`src/rtl/bit_tx_sequencer_pkg.sv`:
```
// Shared types and constants for the bit transmit sequencer.
package bit_tx_pkg;

  typedef enum logic [2:0] {
    ST_IDLE    = 3'd0,
    ST_REQ     = 3'd1,
    ST_REL     = 3'd2,
    ST_END_REQ = 3'd3,
    ST_END_REL = 3'd4
  } state_e;

  localparam int unsigned SYNC_DEPTH = 2;

endpackage

```
`src/rtl/bit_tx_sequencer_sync2.sv`:
```
// Flop-chain synchroniser for an asynchronous acknowledge; clears to 0 on reset.
module sync2
  import bit_tx_pkg::*;
(
  input  logic clk_i,
  input  logic reset_i,
  input  logic async_i,
  output logic sync_o
);

  logic [SYNC_DEPTH-1:0] chain_q;

  always_ff @(posedge clk_i) begin
    if (reset_i) begin
      chain_q <= '0;
    end else begin
      chain_q <= {chain_q[SYNC_DEPTH-2:0], async_i};
    end
  end

  assign sync_o = chain_q[SYNC_DEPTH-1];

endmodule

```
`src/rtl/bit_tx_sequencer.sv`:
```
// Sends a word LSB first as 4-phase one/zero requests, then an end-of-word handshake.
//  state   | meaning
//  IDLE    | ready, waiting for load
//  REQ     | one_req or zero_req high for sr[0], waiting for ack_s=1
//  REL     | requests low, waiting for ack_s=0
//  END_REQ | end_req high, waiting for sen_s=1
//  END_REL | end_req low, waiting for sen_s=0, then done
module bit_tx_sequencer
  import bit_tx_pkg::*;
#(
  parameter int unsigned WIDTH   = 8,
  parameter int unsigned TMO_MAX = 255
) (
  input  logic             clk_i,
  input  logic             reset_i,
  input  logic             load_i,
  input  logic [WIDTH-1:0] data_i,
  output logic             ready_o,
  output logic             one_req_o,
  output logic             zero_req_o,
  input  logic             bit_ack_i,
  output logic             end_req_o,
  input  logic             sen_ack_i,
  output logic             done_o,
  output logic             tmo_err_o
);

  localparam int unsigned IW = (WIDTH > 1) ? $clog2(WIDTH) : 1;
  localparam int unsigned TW = $clog2(TMO_MAX);
  localparam logic [IW-1:0] IDX_LAST = IW'(WIDTH - 1);
  localparam logic [TW-1:0] TMR_LOAD = TW'(TMO_MAX - 1);

  logic ack_s;
  logic sen_s;

  sync2 u_sync_bit_ack (
    .clk_i   (clk_i),
    .reset_i (reset_i),
    .async_i (bit_ack_i),
    .sync_o  (ack_s)
  );

  sync2 u_sync_sen_ack (
    .clk_i   (clk_i),
    .reset_i (reset_i),
    .async_i (sen_ack_i),
    .sync_o  (sen_s)
  );

  state_e           state_q, state_d;
  logic [WIDTH-1:0] sr_q, sr_d;
  logic [IW-1:0]    idx_q, idx_d;
  logic [TW-1:0]    tmr_q, tmr_d;
  logic             ready_q, ready_d;
  logic             one_req_q, one_req_d;
  logic             zero_req_q, zero_req_d;
  logic             end_req_q, end_req_d;
  logic             done_q, done_d;
  logic             tmo_err_q, tmo_err_d;
  logic             tmo_hit;

  always_comb begin
    state_d   = state_q;
    sr_d      = sr_q;
    idx_d     = idx_q;
    tmo_err_d = tmo_err_q;
    done_d    = 1'b0;
    // The wait timer is a down-counter; terminal count in any wait state aborts the word.
    tmo_hit   = (state_q != ST_IDLE) && (tmr_q == '0);

    if (tmo_hit) begin
      state_d   = ST_IDLE;
      tmo_err_d = 1'b1;
    end else begin
      case (state_q)
        ST_IDLE: begin
          if (load_i) begin
            sr_d      = data_i;
            idx_d     = '0;
            tmo_err_d = 1'b0;
            state_d   = ST_REQ;
          end
        end
        ST_REQ: begin
          if (ack_s) state_d = ST_REL;
        end
        ST_REL: begin
          if (!ack_s) begin
            sr_d = sr_q >> 1;
            if (idx_q == IDX_LAST) begin
              state_d = ST_END_REQ;
            end else begin
              idx_d   = idx_q + IW'(1);
              state_d = ST_REQ;
            end
          end
        end
        ST_END_REQ: begin
          if (sen_s) state_d = ST_END_REL;
        end
        ST_END_REL: begin
          if (!sen_s) begin
            done_d  = 1'b1;
            state_d = ST_IDLE;
          end
        end
        default: state_d = ST_IDLE;
      endcase
    end

    tmr_d = ((state_d != state_q) || (state_q == ST_IDLE)) ? TMR_LOAD : tmr_q - TW'(1);

    // Outputs are decoded from the next state so they leave the flops glitch-free.
    ready_d    = (state_d == ST_IDLE);
    one_req_d  = (state_d == ST_REQ) && sr_d[0];
    zero_req_d = (state_d == ST_REQ) && !sr_d[0];
    end_req_d  = (state_d == ST_END_REQ);
  end

  always_ff @(posedge clk_i) begin
    if (reset_i) begin
      state_q    <= ST_IDLE;
      sr_q       <= '0;
      idx_q      <= '0;
      tmr_q      <= TMR_LOAD;
      ready_q    <= 1'b1;
      one_req_q  <= 1'b0;
      zero_req_q <= 1'b0;
      end_req_q  <= 1'b0;
      done_q     <= 1'b0;
      tmo_err_q  <= 1'b0;
    end else begin
      state_q    <= state_d;
      sr_q       <= sr_d;
      idx_q      <= idx_d;
      tmr_q      <= tmr_d;
      ready_q    <= ready_d;
      one_req_q  <= one_req_d;
      zero_req_q <= zero_req_d;
      end_req_q  <= end_req_d;
      done_q     <= done_d;
      tmo_err_q  <= tmo_err_d;
    end
  end

  assign ready_o    = ready_q;
  assign one_req_o  = one_req_q;
  assign zero_req_o = zero_req_q;
  assign end_req_o  = end_req_q;
  assign done_o     = done_q;
  assign tmo_err_o  = tmo_err_q;

endmodule

```
`config.mk`:
```
export PLATFORM = sky130hd
export DESIGN_NAME = bit_tx_sequencer
export DESIGN_NICKNAME = d
export VERILOG_FILES = /design/src/rtl/bit_tx_sequencer_pkg.sv /design/src/rtl/bit_tx_sequencer_sync2.sv /design/src/rtl/bit_tx_sequencer.sv
export SDC_FILE = /design/constraint.sdc
export NUM_CORES = 1
export LEC_CHECK = 0
export ABC_AREA = 1
export CORE_UTILIZATION = 58
export CTS_CLUSTER_DIAMETER = 40
export DETAILED_ROUTE_END_ITERATION = 7
export HOLD_SLACK_MARGIN = 0.15
export PLACE_DENSITY = 0.83
export SYNTH_ARGS = -nofsm -noshare
export SYNTH_HDL_FRONTEND = slang
export SYNTH_SLANG_ARGS = --single-unit
```
`constraint.sdc`:
```
create_clock -name clk_i -period 3.7 [get_ports clk_i]
set_clock_uncertainty 0.2 [all_clocks]
set_input_delay 0.74 -clock clk_i [delete_from_list [all_inputs] [get_ports clk_i]]
set_output_delay 0.74 -clock clk_i [all_outputs]
set_load 0.1 [all_outputs]
```
# ---- Yosys cells after proc, flatten, opt, wreduce, memory -nomap -nowiden
# Index checks and enable logic that the tools add are counted.
dict set report totals {
  reg_bits 32
  inputBits 13
  out_inout_bits 6
  wordCells 65
}
dict set report classes {
  add_sub_neg 2
  n_eq_ne 11
  mux 20
  bitwise 2
  reduce_logical 17
}
# cell n
set ops {}
lappend ops {{2-to-1 mux 3 bit} 9}
lappend ops {{2-to-1 mux 8 bit} 2}
lappend ops {{one-hot mux 8 bit (2 select lines)} 1}
lappend ops {{one-hot mux 3 bit (5 select lines)} 1}
lappend ops {{equality test 3 x 2 -> 1 bit, second input constant} 3}
lappend ops {{logical NOT 8 bit} 1}
lappend ops {{subtractor 8 x 1 -> 8 bit, second input constant} 1}
lappend ops {{equality test 3 x 1 -> 1 bit, second input constant} 2}
lappend ops {{equality test 3 bit, second input constant} 2}
lappend ops {{logical NOT 3 bit} 2}
lappend ops {{!= test 2 bit, second input constant} 3}
lappend ops {{one-hot mux 3 bit (2 select lines)} 1}
lappend ops {{nonzero test 2 bit} 3}
lappend ops {{2-to-1 mux 1 bit} 5}
lappend ops {{AND reduction 5 bit} 1}
lappend ops {{AND reduction 4 bit} 1}
lappend ops {{adder 3 x 1 -> 3 bit, second input constant} 1}
lappend ops {{logical AND 1 bit} 3}
lappend ops {{!= test 3 bit} 1}
lappend ops {{nonzero test 3 bit} 1}
lappend ops {{OR reduction 3 bit} 1}
lappend ops {{2-to-1 mux 2 bit} 1}
lappend ops {{inverter 1 bit} 2}
lappend ops {{AND reduction 2 bit} 1}
lappend ops {{other kinds (3)} 3}

# ---- Logic depth before layout (Yosys ltp)
# Gate-level depths: netlist of the first run.
dict set report logic_depth {
  word_depth 8
  mapped_depth 11
  mapped_depth_nobuf 11
}

# ---- Cells and area by module
# Synthesis of the first run repeated with hierarchy kept, for this count alone.
dict set report hier_totals {
  cells_unflattened 204
  hier_area_um2 1566.5
}
# mod n_inst cells_each area_each_um2 seq_area_each_um2
set modules_own_cells {}
lappend modules_own_cells {bit_tx_sequencer 1 192 1456.4 560.5}
lappend modules_own_cells {sync2 2 6 55.1 40.0}

# ---- Least setup slack after synthesis of the first run
# Ideal clock, no wire load.
dict set report synth_path {
  path_kind {register to output}
  startpoint {register tmo_err_q (netlist: tmo_err_o)}
  endpoint {output port tmo_err_o}
  arrival_time_ps 925
  required_time_ps 2760
  slack_ps 1835
  stages_incl_launch_ff 1
  path_buffers 0
  path_cell_list {dfxtp_1}
}
# element line_no
set synth_rtl {}
lappend synth_rtl {{start, declared} bit_tx_sequencer.sv:59} ;# logic tmo_err_q, tmo_err_d;
lappend synth_rtl {{start signal, assigned} bit_tx_sequencer.sv:142} ;# tmo_err_q <= tmo_err_d;
lappend synth_rtl {{end, declared} bit_tx_sequencer.sv:25} ;# output logic tmo_err_o
# No word-level cell between the ends.

# ---- Worst setup path after layout of the first run
dict set report layout_path {
  startpoint {register tmo_err_q (netlist: tmo_err_o)}
  endpoint {output port tmo_err_o}
}
# No word-level cell between the ends.

==> out/results.tsv, run 1 <==
metric	value	unit
H-tree depth	2	
type of origin of the critical path	flop	
CTS sink cnt	32	
vias in the first global route	1273	
Crit Path Max Fanout	2	
GRT Overall Usage	25.89	%
Final period util	73.73	%
Avg Synthesized Cell Area	7.286	um2
max_slew headroom	35.18	%
I/O Buffers	18	
post-synthesis cell type count	23	
sequential element share of the synthesized area	43.10	%
Placement Cell Area	1679	um2
Worst-Skew Late Latency	330	ps
Final Hold Viols	0	
register clock-pin slew on the reported worst setup and hold paths	100	ps
first drt pass iteration count	4	
leakage	0.7384	nW
Crit path arrival time	1790	ps
mapped cell area	1486	um2
Vias/cell	5.286	
top cell type's share of synthesized area	43.10	%
Avg WL per Cell	11.34	um
Critical Path, Cell by Cell	clkdlybuf4s50_1	
FMAX	366.6	MHz
asr flop ratio synth	0	%
most instantiated cells after synthesis	41 x nand2_1, 32 x dfxtp_1, 26 x nor2_1, 25 x inv_1, 17 x o21ai_0	
TritonCTS buffer count	5	
Placer Congestion	0.8835	
DIE AREA	2769	um2
Yosys Warn Count	0	
Top-Level Pins	19	
Final setup viols	0	
Max Cap Violations	0	
first-pass GRT wire length	5154	um
status	finished, final reports clean	
initial antenna violation count	0	
area grow syn2layout	17.09	%
number of synthesized flops with an enable pin	0	
global route total overflow	0	
Fill cells	199	
main area contributors after synthesis	dfxtp_1 43%, nand2_1 10%, nor2_1 6.6%, inv_1 6.3%, o21ai_0 5.7%	
PwrDens	397.9	nW/um2
drt initial violations	49	
clock buffer depth	2	
cell taking the most area after synthesis	dfxtp_1	
Final min period	2728	ps
Post-route DRC	0	
Via Count	1348	
Starting Density	64.11	%
CTS root buf	clkbuf_4	
Synth Instances	204	
Max stage delay on crit path	1130	ps
critical path required time	2760	ps
layout cells sized above 1	9.251	%
Slew @ Worst Pin	969.3	ps
Routed WL	2892	um
Final ANT Viol Nets	0	
Hold Buf Count CTS	0	
DP Wirelength	2207	um
non-filler cells, final	255	
top-count cell post-synth	nand2_1	
Buf/Inv on CP	1	
RSZ-0062 raised after global routing	no	
Final Cell Area	1740	um2
CTS tree	built	
largest net degree at the start of global routing	15	
die width	52.63	um
delay-heaviest family, CP	buffers and inverters	
# rows	17	
post-CTS setup buffer count	0	
Die Y	52.63	um
hold crit path type	flop to flop	
syn nets	221	
dpl cells	247	
Post-Route Setup TNS	0	ps
Gates resized, CTS repair	0	
ys flop type	dfxtp_1	
WS Path Type	flop to output port	
peak supply drop	0.0003594	V
Worst setup EP type	output port	
Ant. Diodes	0	
CP max-delay cell	clkdlybuf4s50_1	
#FFs+latches synth	32	
final net count	243	
Pins Over Slew Limit	0	
Core Region	2318	um2
-- per-layer routing --
| layer | vias to the layer above | wire length (um) | global-route usage, % |
|---|---|---|---|
| li1 | 692 | - | - |
| met1 | 606 | 1295 | 28.55 |
| met2 | 45 | 1397 | 45.99 |
| met3 | 5 | 154 | 6.087 |
| met4 | 0 | 44 | 12.28 |
| met5 | - | 0 | 0 |
-- layout by cell type, fill, tap and decap left out, types with 4 or more instances in the layout --
cell / instances
nand2_1: 41
inv_1: 25
clkdlybuf4s50_1: 18
ha_1: 4
o21ai_0: 17
nand3_1: 14
a21oi_1: 12
nor2_1: 26
nor3_1: 6
dfxtp_1: 32
clkbuf_4: 5
-- power breakdown --
part | switching [W] | internal (W) | total [W]
Combinational | 0.0000792 | 0.0000400 | 0.000119
Clock | 0.000112 | 0.0000903 | 0.000202
Sequential | 0.00000871 | 0.000362 | 0.000371
-- state kept, by name, summed over array words and instances, names as in the netlist --
name	count
sr_q	8
tmr_q	8
idx_q	3
state_q	3
u_sync_bit_ack.chain_q	2
u_sync_sen_ack.chain_q	2
done_o	1
end_req_o	1
one_req_o	1
ready_o	1
tmo_err_o	1
zero_req_o	1
-- worst reg2reg max path, cell delays in order (launching register included) --
cell	delay (ps)
dfxtp_1	330
inv_1	80
ha_1	150
inv_1	40
nor3_1	180
nand3_2	290
nand3_2	290
nand2_1	130
nor2_4	190
nand3_1	90
-- path summary, 6_finish.rpt --
check	start	to	slack, ps	cells after the start
min reg2reg	u_sync_sen_ack.chain_q[0]	u_sync_sen_ack.chain_q[1]	210	2
max	tmo_err_o	tmo_err_o	970	1
max reg2reg	tmr_q[0]	tmr_q[4]	1610	9
min	u_sync_sen_ack.chain_q[0]	u_sync_sen_ack.chain_q[1]	210	2
-- per-stage QoR --
stage	power (W)	utilization [%]	setup WS [ps]	hold slack, ps
global route	0.0007298	75.07	914.5	239.8
CTS	0.0006999	75.07	954.4	210.0
detailed placement	0.0004981	72.42	1217	195.8
finish	0.0006925	75.07	971.9	206.3
global placement	0.0004919	72.42	1320	191.7
floorplan	0.0004631	-	1835	188.3
-- kinds of logic (layout without fill, tap and decap cells) --
kind of cell,after synthesis,in the layout,synth area share (%)
XOR/XNOR,6,6,3.536
buffers and inverters,30,53,8.333
AND/OR/NAND/NOR,102,102,31.40
adder cells (fa/ha/maj),4,4,3.367
AO/OA/AOI/OAI,30,30,10.27
flip-flops,32,32,43.10
-- final cells by class --
type | count | area, um2 | area share (%)
clock buffer | 6 | 51.30 | 2.948
tap | 28 | 35.03 | 2.013
timing repair buffer | 18 | 180.2 | 10.35
sequential | 32 | 640.6 | 36.81
multi-input combinational | 142 | 721.9 | 41.48
inverter | 27 | 101.3 | 5.823
clock inverter | 2 | 10.01 | 0.5751
(Power assumes the default switching activity.)
==> inputs of run 2 (changes only) <==
--- a/config.mk
+++ b/config.mk
@@ -6,11 +6,11 @@
 export NUM_CORES = 1
 export LEC_CHECK = 0
 export ABC_AREA = 1
-export CORE_UTILIZATION = 58
+export CORE_UTILIZATION = 48
 export CTS_CLUSTER_DIAMETER = 40
 export DETAILED_ROUTE_END_ITERATION = 7
 export HOLD_SLACK_MARGIN = 0.15
-export PLACE_DENSITY = 0.83
+export PLACE_DENSITY = 0.74
 export SYNTH_ARGS = -nofsm -noshare
 export SYNTH_HDL_FRONTEND = slang
 export SYNTH_SLANG_ARGS = --single-unit
==> constraint.sdc (replaced) <==
create_clock -name clk_i -period 2.2 [get_ports clk_i]
set_clock_uncertainty 0.2 [all_clocks]
set_input_delay 0.44 -clock clk_i [delete_from_list [all_inputs] [get_ports clk_i]]
set_output_delay 0.44 -clock clk_i [all_outputs]
set_load 0.1 [all_outputs]
==> out/results.tsv, run 2 (synthesis results as in run 1) <==
metric	value	unit	change
status	finished with violations		
violated checks	DRC		
Final Cell Area	1778	um2	+2.2%
vias in the first global route	1221		-4.1%
Crit path arrival time	1970	ps	+180 ps
Hold Buf Count CTS	0		unchanged
I/O Buffers	18		unchanged
DP Wirelength	2146	um	-2.8%
largest net degree at the start of global routing	15		unchanged
most common library cell in the layout ignoring fill and taps	nand2_1		
setup slack, reg-to-reg	310	ps	-1300 ps
DIE AREA	3324	um2	+20%
dpl cells	252		+2.0%
Max stage delay on crit path	330	ps	-800 ps
hold path depth	2		unchanged
peak supply drop	0.0005052	V	+41%
Vias/cell	5.004		-5.3%
Final setup viols	0		unchanged
clock buffer depth	2		unchanged
max_slew headroom	78.57	%	+43 points
busiest grt layer	met2		
Pins Over Slew Limit	0		unchanged
Slew @ Worst Pin	319.0	ps	-650.3 ps
first-pass GRT wire length	5043	um	-2.2%
leakage	0.7709	nW	+4.4%
crit path launch	tmr_q[0]		
Starting Density	52.11	%	-12 points
Critical Path, Cell by Cell	inv_1, ha_1, inv_1, nor3_1, nand3_2, buf_4, nand2_1, nand2_1, nand2_4, nand3_1, nor2_1		
Post-route DRC	2		+2
# rows	19		+2
Final Hold Viols	0		unchanged
Buf/Inv on CP	3		+2
die width	57.65	um	+9.5%
final net count	245		+0.82%
initial antenna violation count	0		unchanged
Worst setup EP type	flop		
H-tree depth	2		unchanged
CP endpoint	tmr_q[0]		
CTS tree	built		
Largest regs	sr_q: 8 flops, tmr_q: 8 flops		
type of origin of the critical path	flop		
Core Region	2853	um2	+23%
Reg-to-Reg Start	tmr_q[0]		
GRT Overall Usage	19.98	%	-5.9 points
FMAX	529.2	MHz	
delay-heaviest family, CP	simple AND/OR/NAND/NOR gates		
Final ANT Viol Nets	0		unchanged
non-filler cells, final	260		+2.0%
Routed WL	2801	um	-3.1%
global route total overflow	0		unchanged
Via Count	1301		-3.5%
Crit Path Max Fanout	10		+8
cell depth of the worst setup path	11		+10
Placement Cell Area	1683	um2	+0.22%
CTS root buf	clkbuf_4		
most frequent cells in the layout	41 x nand2_1, 32 x dfxtp_1, 26 x nor2_1		
RR Endpoint	tmr_q[0]		
Top-Level Pins	19		unchanged
register clock-pin slew on the reported worst setup and hold paths	100	ps	about the same
Gates resized, CTS repair	0		unchanged
Placer Congestion	0.8512		-3.7%
Die Y	57.65	um	+9.5%
met2 GRT Util	31.40	%	-15 points
routing usage on met1	25.53	%	-3.0 points
Max Cap Violations	0		unchanged
TritonCTS buffer count	5		unchanged
RSZ-0062 raised after global routing	no		
Worst-Skew Late Latency	330	ps	about the same
Avg WL per Cell	10.77	um	-5.0%
PwrDens	738.2	nW/um2	+86%
first drt pass iteration count	6		+2
CTS sink cnt	32		unchanged
Final period util	85.90	%	
post-CTS setup buffer count	0		unchanged
Final min period	1890	ps	
R2R cell count	11		+2
layout cells sized above 1	12.66	%	+3.4 points
hold crit path type	flop to flop		
CP max-delay cell	dfxtp_1		
Post-Route Setup TNS	0	ps	unchanged
drt initial violations	62		+27%
critical path required time	2280	ps	-480 ps
area grow syn2layout	19.61	%	
met3 Use GR	7.143	%	+1.1 points
WS Path Type	flop to flop		
Ant. Diodes	0		unchanged
==> run 2: cell count changes in the layout (fill, tap and decap cells not counted), sizes merged <==
cell	previous run	this run
bufinv	0	1
clkdlybuf4s50	18	12
clkbuf	6	7
clkinv	2	0
buf	0	8
==> run 2: how the worst min path moves through the flow <==
stage | startpoint | end | slack [ps]
after CTS | u_sync_bit_ack.chain_q[0] | u_sync_bit_ack.chain_q[1] | 210
final | u_sync_bit_ack.chain_q[0] | u_sync_bit_ack.chain_q[1] | 210
after floorplan | u_sync_bit_ack.chain_q[0] | u_sync_bit_ack.chain_q[1] | 190
after detailed placement | u_sync_bit_ack.chain_q[0] | u_sync_bit_ack.chain_q[1] | 200
after global placement | u_sync_bit_ack.chain_q[0] | u_sync_bit_ack.chain_q[1] | 190
after global routing | u_sync_bit_ack.chain_q[0] | u_sync_bit_ack.chain_q[1] | 230
==> run 2: routing by layer <==
metal	vias up	routed length [um]	share of wire, %
li1	704	-	-
met1	560	1340	48
met2	32	1247	45
met3	5	169	6.0
met4	0	43	1.5
met5	-	0	0
==> run 2: worst register-to-register path, stage by stage (launching register included) <==
cell and delay, ps:
dfxtp_1 330, inv_1 70, ha_1 140, inv_1 30
nor3_1 160, nand3_2 160, buf_4 200, nand2_1 140
nand2_1 100, nand2_4 110, nand3_1 90, nor2_1 80
==> run 2: cell type report <==
class                   instances  area [um2]
multi-input cells             142       721.9
repair buffers                 20       180.2
fillers                       277        1075
clock buffers                   7       65.06
inverters                      27       101.3
clock inverters                 1       30.03
flip-flops and latches         32       640.6
well taps                      31       38.79
==> run 2: power breakdown <==
group          internal (W)  switching, W
Combinational     0.0000666      0.000130
Sequential         0.000609     0.0000144
Clock              0.000302      0.000190
Total              0.000978      0.000335
==> run 2: metrics by stage <==
stage	total power, W	util [%]	worst slack (ps)	hold WS (ps)
CTS	0.001325	62.32	284.5	211.4
global route	0.001378	62.32	143.4	229.2
floorplan	0.0007788	-	489.4	188.3
global placement	0.0008328	58.99	109.7	193.2
detailed placement	0.0008341	58.99	64.89	198.6
finish	0.001313	62.32	310.2	208.7
==> inputs of run 3 (changes only) <==
--- a/config.mk
+++ b/config.mk
@@ -11,6 +11,7 @@
 export DETAILED_ROUTE_END_ITERATION = 7
 export HOLD_SLACK_MARGIN = 0.15
 export PLACE_DENSITY = 0.74
+export SKIP_LAST_GASP = 1
 export SYNTH_ARGS = -nofsm -noshare
 export SYNTH_HDL_FRONTEND = slang
 export SYNTH_SLANG_ARGS = --single-unit
==> results of run 3 <==
Final layout, timing and power as in run 2 (identical DEF).
